$ cat src/rtl/relm_uart_tx.sv
// Buffered UART transmitter on a ReLM push port: 8N1 frames, or 8E1 when RELM_UART_TX_PARITY_EN is defined.
// Line falls 3 cycles after a byte is accepted by an idle block; push_retry asserts while the 2**WAD-byte FIFO is full.
module relm_uart_tx #(
  parameter int WD  = 32,
  parameter int WAD = 4,
  parameter int DIV = 434
) (
  input  logic        clk,
  input  logic        reset,
  input  logic [WD:0] push_d,
  output logic        push_retry,
  output logic [WD:0] stat_q,
  output logic        uart_out,
  output logic        tx_idle
);
  localparam int DEPTH = 1 << WAD;
  localparam logic [WAD:0] LEVEL_FULL = (WAD+1)'(DEPTH);
  localparam logic [15:0]  BAUD_LAST  = 16'(DIV - 1);

  localparam logic [2:0] S_IDLE  = 3'd0;
  localparam logic [2:0] S_LOAD  = 3'd1;
  localparam logic [2:0] S_START = 3'd2;
  localparam logic [2:0] S_DATA  = 3'd3;
  localparam logic [2:0] S_STOP  = 3'd4;
`ifdef RELM_UART_TX_PARITY_EN
  localparam logic [2:0] S_PARITY     = 3'd5;
  localparam logic [2:0] S_AFTER_DATA = S_PARITY;
`else
  localparam logic [2:0] S_AFTER_DATA = S_STOP;
`endif

  logic [7:0]     mem [DEPTH];
  logic [7:0]     rd_dat;
  logic [WAD-1:0] wr_ptr;
  logic [WAD-1:0] rd_ptr;
  logic [WAD:0]   level;
  logic           full;
  logic           push_acc;
  logic           pop;
  logic [2:0]     state;
  logic [15:0]    baud_cnt;
  logic           baud_end;
  logic [2:0]     bit_cnt;
  logic [7:0]     shreg;
  logic           unused_push_bits;
`ifdef RELM_UART_TX_PARITY_EN
  logic           par_bit;
`endif

  assign unused_push_bits = ^push_d[WD-1:8];

  assign full       = (level == LEVEL_FULL);
  assign push_retry = full;
  assign push_acc   = push_d[WD] & ~full;
  assign baud_end   = (baud_cnt == BAUD_LAST);
  // A read is issued from IDLE, or at the last STOP cycle so the next frame follows without a gap.
  assign pop        = (level != '0) && ((state == S_IDLE) || ((state == S_STOP) && baud_end));
  assign tx_idle    = (state == S_IDLE) && (level == '0);

  // Storage is not reset; flushing is done by zeroing the pointers and level.
  always_ff @(posedge clk) begin
    if (push_acc && !reset) begin
      mem[wr_ptr] <= push_d[7:0];
    end
    if (pop) begin
      rd_dat <= mem[rd_ptr];
    end
  end

  always_ff @(posedge clk) begin
    if (reset) begin
      wr_ptr <= '0;
      rd_ptr <= '0;
      level  <= '0;
    end else begin
      if (push_acc) begin
        wr_ptr <= wr_ptr + WAD'(1);
      end
      if (pop) begin
        rd_ptr <= rd_ptr + WAD'(1);
      end
      if (push_acc && !pop) begin
        level <= level + (WAD+1)'(1);
      end else if (pop && !push_acc) begin
        level <= level - (WAD+1)'(1);
      end
    end
  end

  always_ff @(posedge clk) begin
    if (reset) begin
      state    <= S_IDLE;
      baud_cnt <= '0;
      bit_cnt  <= '0;
      shreg    <= '0;
    end else begin
      case (state)
        S_IDLE: begin
          if (pop) begin
            state <= S_LOAD;
          end
        end
        S_LOAD: begin
          shreg    <= rd_dat;
          bit_cnt  <= '0;
          baud_cnt <= '0;
          state    <= S_START;
        end
        S_START: begin
          if (baud_end) begin
            baud_cnt <= '0;
            state    <= S_DATA;
          end else begin
            baud_cnt <= baud_cnt + 16'd1;
          end
        end
        S_DATA: begin
          if (baud_end) begin
            baud_cnt <= '0;
            shreg    <= {1'b0, shreg[7:1]};
            bit_cnt  <= bit_cnt + 3'd1;
            if (bit_cnt == 3'd7) begin
              state <= S_AFTER_DATA;
            end
          end else begin
            baud_cnt <= baud_cnt + 16'd1;
          end
        end
`ifdef RELM_UART_TX_PARITY_EN
        S_PARITY: begin
          if (baud_end) begin
            baud_cnt <= '0;
            state    <= S_STOP;
          end else begin
            baud_cnt <= baud_cnt + 16'd1;
          end
        end
`endif
        S_STOP: begin
          if (baud_end) begin
            baud_cnt <= '0;
            state    <= pop ? S_LOAD : S_IDLE;
          end else begin
            baud_cnt <= baud_cnt + 16'd1;
          end
        end
        default: state <= S_IDLE;
      endcase
    end
  end

`ifdef RELM_UART_TX_PARITY_EN
  always_ff @(posedge clk) begin
    if (reset) begin
      par_bit <= 1'b0;
    end else if (state == S_LOAD) begin
      par_bit <= ^rd_dat;
    end
  end
`endif

  // The line is registered, so every bit appears one cycle after its state; all bits keep DIV cycles.
  always_ff @(posedge clk) begin
    if (reset) begin
      uart_out <= 1'b1;
    end else begin
      case (state)
        S_START:  uart_out <= 1'b0;
        S_DATA:   uart_out <= shreg[0];
`ifdef RELM_UART_TX_PARITY_EN
        S_PARITY: uart_out <= par_bit;
`endif
        default:  uart_out <= 1'b1;
      endcase
    end
  end

  always_ff @(posedge clk) begin
    if (reset) begin
      stat_q       <= '0;
      stat_q[WD-1] <= 1'b1;
      stat_q[WD-2] <= 1'b1;
    end else begin
      stat_q        <= '0;
      stat_q[WD-1]  <= ~full;
      stat_q[WD-2]  <= tx_idle;
      stat_q[WAD:0] <= level;
    end
  end

  a_level_bound: assert property (@(posedge clk) disable iff (reset) level <= LEVEL_FULL);
  a_load_to_start: assert property (@(posedge clk) disable iff (reset) (state == S_LOAD) |=> (state == S_START));
endmodule

$ cat config.mk
export PLATFORM = sky130hd
export DESIGN_NAME = relm_uart_tx
export DESIGN_NICKNAME = d
export VERILOG_FILES = /design/src/rtl/relm_uart_tx.sv
export SDC_FILE = /design/constraint.sdc
export NUM_CORES = 1
export LEC_CHECK = 0
export ABC_AREA = 1
export CAP_MARGIN = 0
export CORE_MARGIN = 2
export CORE_UTILIZATION = 58
export CTS_CLUSTER_SIZE = 16
export DETAILED_ROUTE_END_ITERATION = 10
export GPL_TIMING_DRIVEN = 0
export HOLD_SLACK_MARGIN = 0.1
export PLACE_DENSITY = 0.83
export SETUP_SLACK_MARGIN = 0.4
export SLEW_MARGIN = 10
export SYNTH_ARGS = -nofsm -noshare
export SYNTH_HDL_FRONTEND = slang
export SYNTH_SLANG_ARGS = --single-unit
$ cat constraint.sdc
create_clock -name clk -period 2.8 [get_ports clk]
set_input_delay 0.56 -clock clk [delete_from_list [all_inputs] [get_ports clk]]
set_output_delay 0.56 -clock clk [all_outputs]
set_load 0.01 [all_outputs]
==> results of run 1 <==
worst max-delay path, cell delays in order:
cell and delay [ps]:
clkbuf_1 200, inv_1 190, clkbuf_1 470, nand3_1 350, nor2_1 700
layer usage:
layer  vias up  GRT usage, %
li1       2908             -
met5         -             0
met1      2953          33.3
met4         0          15.5
met2       373          45.7
met3        81          5.90
cell families (layout without fill, tap and decap cells):
kind of cell | count (synthesis) | in the layout | synth area share (%)
other | 1 | 26 | 0.0454
XOR/XNOR | 7 | 7 | 0.743
AND/OR/NAND/NOR | 388 | 388 | 20.3
adder cells (fa/ha/maj) | 14 | 14 | 2.21
flip-flops | 187 | 187 | 61.8
AO/OA/AOI/OAI | 126 | 126 | 8.29
buffers and inverters | 108 | 163 | 6.52
power groups by stage:
stage	logic [mW]	registers (mW)	clock network, mW
finish	2.39	3.41	2.51
global route	2.61	3.44	2.63
CTS	2.29	3.40	2.51
detailed placement	2.18	3.45	0
global placement	2.12	3.44	0
floorplan	1.52	3.42	0
per-stage QoR:
stage | std cells | hold WS, ps | cell area, um2 | total power, mW
2_1_floorplan | 856 | 429 | 8350 | 4.94
3_3_place_gp | 1055 | 456 | 8760 | 5.55
3_5_place_dp | 1055 | 465 | 8760 | 5.63
4_1_cts | 1091 | 486 | 9470 | 8.20
5_1_grt | 1091 | 514 | 9520 | 8.68
6_report | 1091 | 490 | 9520 | 8.31
sequential cells by signal, summed over array words and instances, names as in the netlist:
register	flops
rd_ptr	4
uart_out	1
baud_cnt	16
level	5
stat_q	7
state	3
bit_cnt	3
wr_ptr	4
rd_dat	8
mem	128
shreg	8
worst paths after layout:
kind                            start                    end  slack [ps]  depth (start not counted)
max                             reset   mem[10][1]$_DFFE_PP_         400                          5
min reg2reg     shreg[5]$_SDFFE_PP0P_  shreg[5]$_SDFFE_PP0P_         490                          2
min             shreg[5]$_SDFFE_PP0P_  shreg[5]$_SDFFE_PP0P_         490                          2
max reg2reg  baud_cnt[1]$_SDFFE_PP0P_  level[4]$_SDFFE_PP0P_         470                         16
placed cells by master, fill, tap and decap left out, types with 4 or more instances in the layout:
cell type / synthesis / routed
nand2_1: 181 / 180
edfxtp_1: 136 / 136
nor2_1: 115 / 107
nand3_1: 59 / 59
o21ai_0: 57 / 56
inv_1: 46 / 43
a21oi_1: 45 / 43
dfxtp_1: 51 / 43
buf_4: 27 / 31
conb_1: 1 / 26
clkbuf_1: 18 / 18
clkdlybuf4s50_1: 0 / 18
clkbuf_16: 0 / 17
nand4_1: 11 / 11
ha_1: 13 / 11
nor2_2: 1 / 8
o211ai_1: 8 / 8
o22ai_1: 8 / 8
clkinv_8: 0 / 8
buf_2: 7 / 7
xor2_1: 7 / 7
nand2_2: 4 / 5
inv_2: 3 / 5
dfxtp_2: 0 / 5
nand2_4: 4 / 4
inv_6: 0 / 4
Yosys cell counts (8+ instances only):
master    instances
nand2_1         181
edfxtp_1        136
nor2_1          115
nand3_1          59
o21ai_0          57
dfxtp_1          51
inv_1            46
a21oi_1          45
buf_4            27
clkbuf_1         18
ha_1             13
nand4_1          11
o211ai_1          8
o22ai_1           8
timing repair:
item / in CTS / in global routing
pin swaps: 3 / 1
buffers inserted: 4 / 0
gates resized for setup: 18 / 16
setup endpoints to repair: 5 / 57
layout make-up:
type	instances	share of cell area, %
Buffer	57	3.64
Clock buffer	17	4.47
Clock inverter	15	2.25
Inverter	51	2.04
Multi-Input combinational cell	561	29.1
Sequential cell	187	53.8
Tap cell	180	2.37
Timing Repair Buffer	23	2.30
==> run metrics, run 1 <==
status completed; Seq pwr share 41.0%; Fill cells 975; Comb pwr share 28.8%; Slew HR 43.5%; minimum clock period 2400 ps; clk_lat worst skew 450 ps; CP Launch Type input port; TritonCTS Sinks 187; post-synth top area share 49.5%; crit share post-route 85.7%; Hold Buf Count CTS 0; Post-Route Utilization 68.6%; ys async rst share 0%; CTS clk-pin slew, worst paths 70 ps; Tightest Pin Transition 844 ps; DP HPWL 12.6 mm; Seq cells post-synth 187; leakage power 3.58 nW; Mapped Area 0.00825 mm2; Post-synth EDFFs 136; TritonCTS Buffers 17; uppermost layer routed met4; DRT met1 WL 7.34 mm; layout cells sized above 1 13.4%; Synth area leader edfxtp_1; first-pass GRT wire length 30.5 mm; Worst Hold Class flip-flop to flip-flop; vias per cell 5.79; Ant. Diodes 0; Clk pwr share 30.2%; first-pass iteration count of the detailed router 6; Die ar. 0.0152 mm2; Met3 Wirelength 1.60 mm; H-Tree Depth 4; power per cell area 874 mW/mm2; Residual DRC 0; CTS tree done; Sw Share 35.9%; Multi-input gate area 0.00277 mm2; Overall Global Routing Usage 27.5%; Port Buffers 19; Avg WL per Cell 18.0 um; row count 43; gpl congestion 0.927; sequential share of the synthesized area 61.8%; Psw 2.99 mW; post-synthesis cell count 831; critical path data arrival time 2480 ps; DP Worst Slack 35.9 ps; clock skew 14.7 ps; fin. max-slew vios 0; met2 wire len 9.76 mm; library cells used by synthesis 39; Synth Warn # 0; width of the die 123 um; sum of negative setup slack 0 ps; worst setup margin 400 ps; maxcap violations 0; Avg Inst Size Synth 9.93 um2; Crit Path Class input port to flip-flop; Vias 6,315; core box area 0.0139 mm2; grt total ovfl 0; Synth Flop Type edfxtp_1; layout net count 947; Clock Root Buffer clkbuf_16; internal power 5.33 mW; largest cells by area after synthesis edfxtp_1 (49%), dfxtp_1 (12%), nand2_1 (8.2%), nor2_1 (5.2%), nand3_1 (3.6%); Die Y 123 um; IO Count 71; Starting Density 59.5%; final hold vios 0; Critical Path End Type flip-flop; initial antenna violation count 0; Max Fanout on Critical Path 10; clock tree buffer depth 2; Syn-to-layout area delta 15.3%; ANT nets after route 0; Max Fclk 417 MHz; Total Routed Length 19.7 mm; register area 0.00512 mm2; largest net degree at the start of global routing 22; DRT iter0 DRCs 784; RSZ-0062 raised after global routing true; worst vdd ir 0.000737 V; final setup fails 0; CP required 2880 ps; vias in the first global route 6,009
Power figures use the tool's default switching activity.
==> inputs of run 2 (changes only) <==
--- a/config.mk
+++ b/config.mk
@@ -15,6 +15,7 @@
 export HOLD_SLACK_MARGIN = 0.1
 export PLACE_DENSITY = 0.83
 export SETUP_SLACK_MARGIN = 0.4
+export SKIP_LAST_GASP = 1
 export SLEW_MARGIN = 10
 export SYNTH_ARGS = -nofsm -noshare
 export SYNTH_HDL_FRONTEND = slang
==> results of run 2 <==
No change in the layout: final DEF, timing and power equal those of run 1.
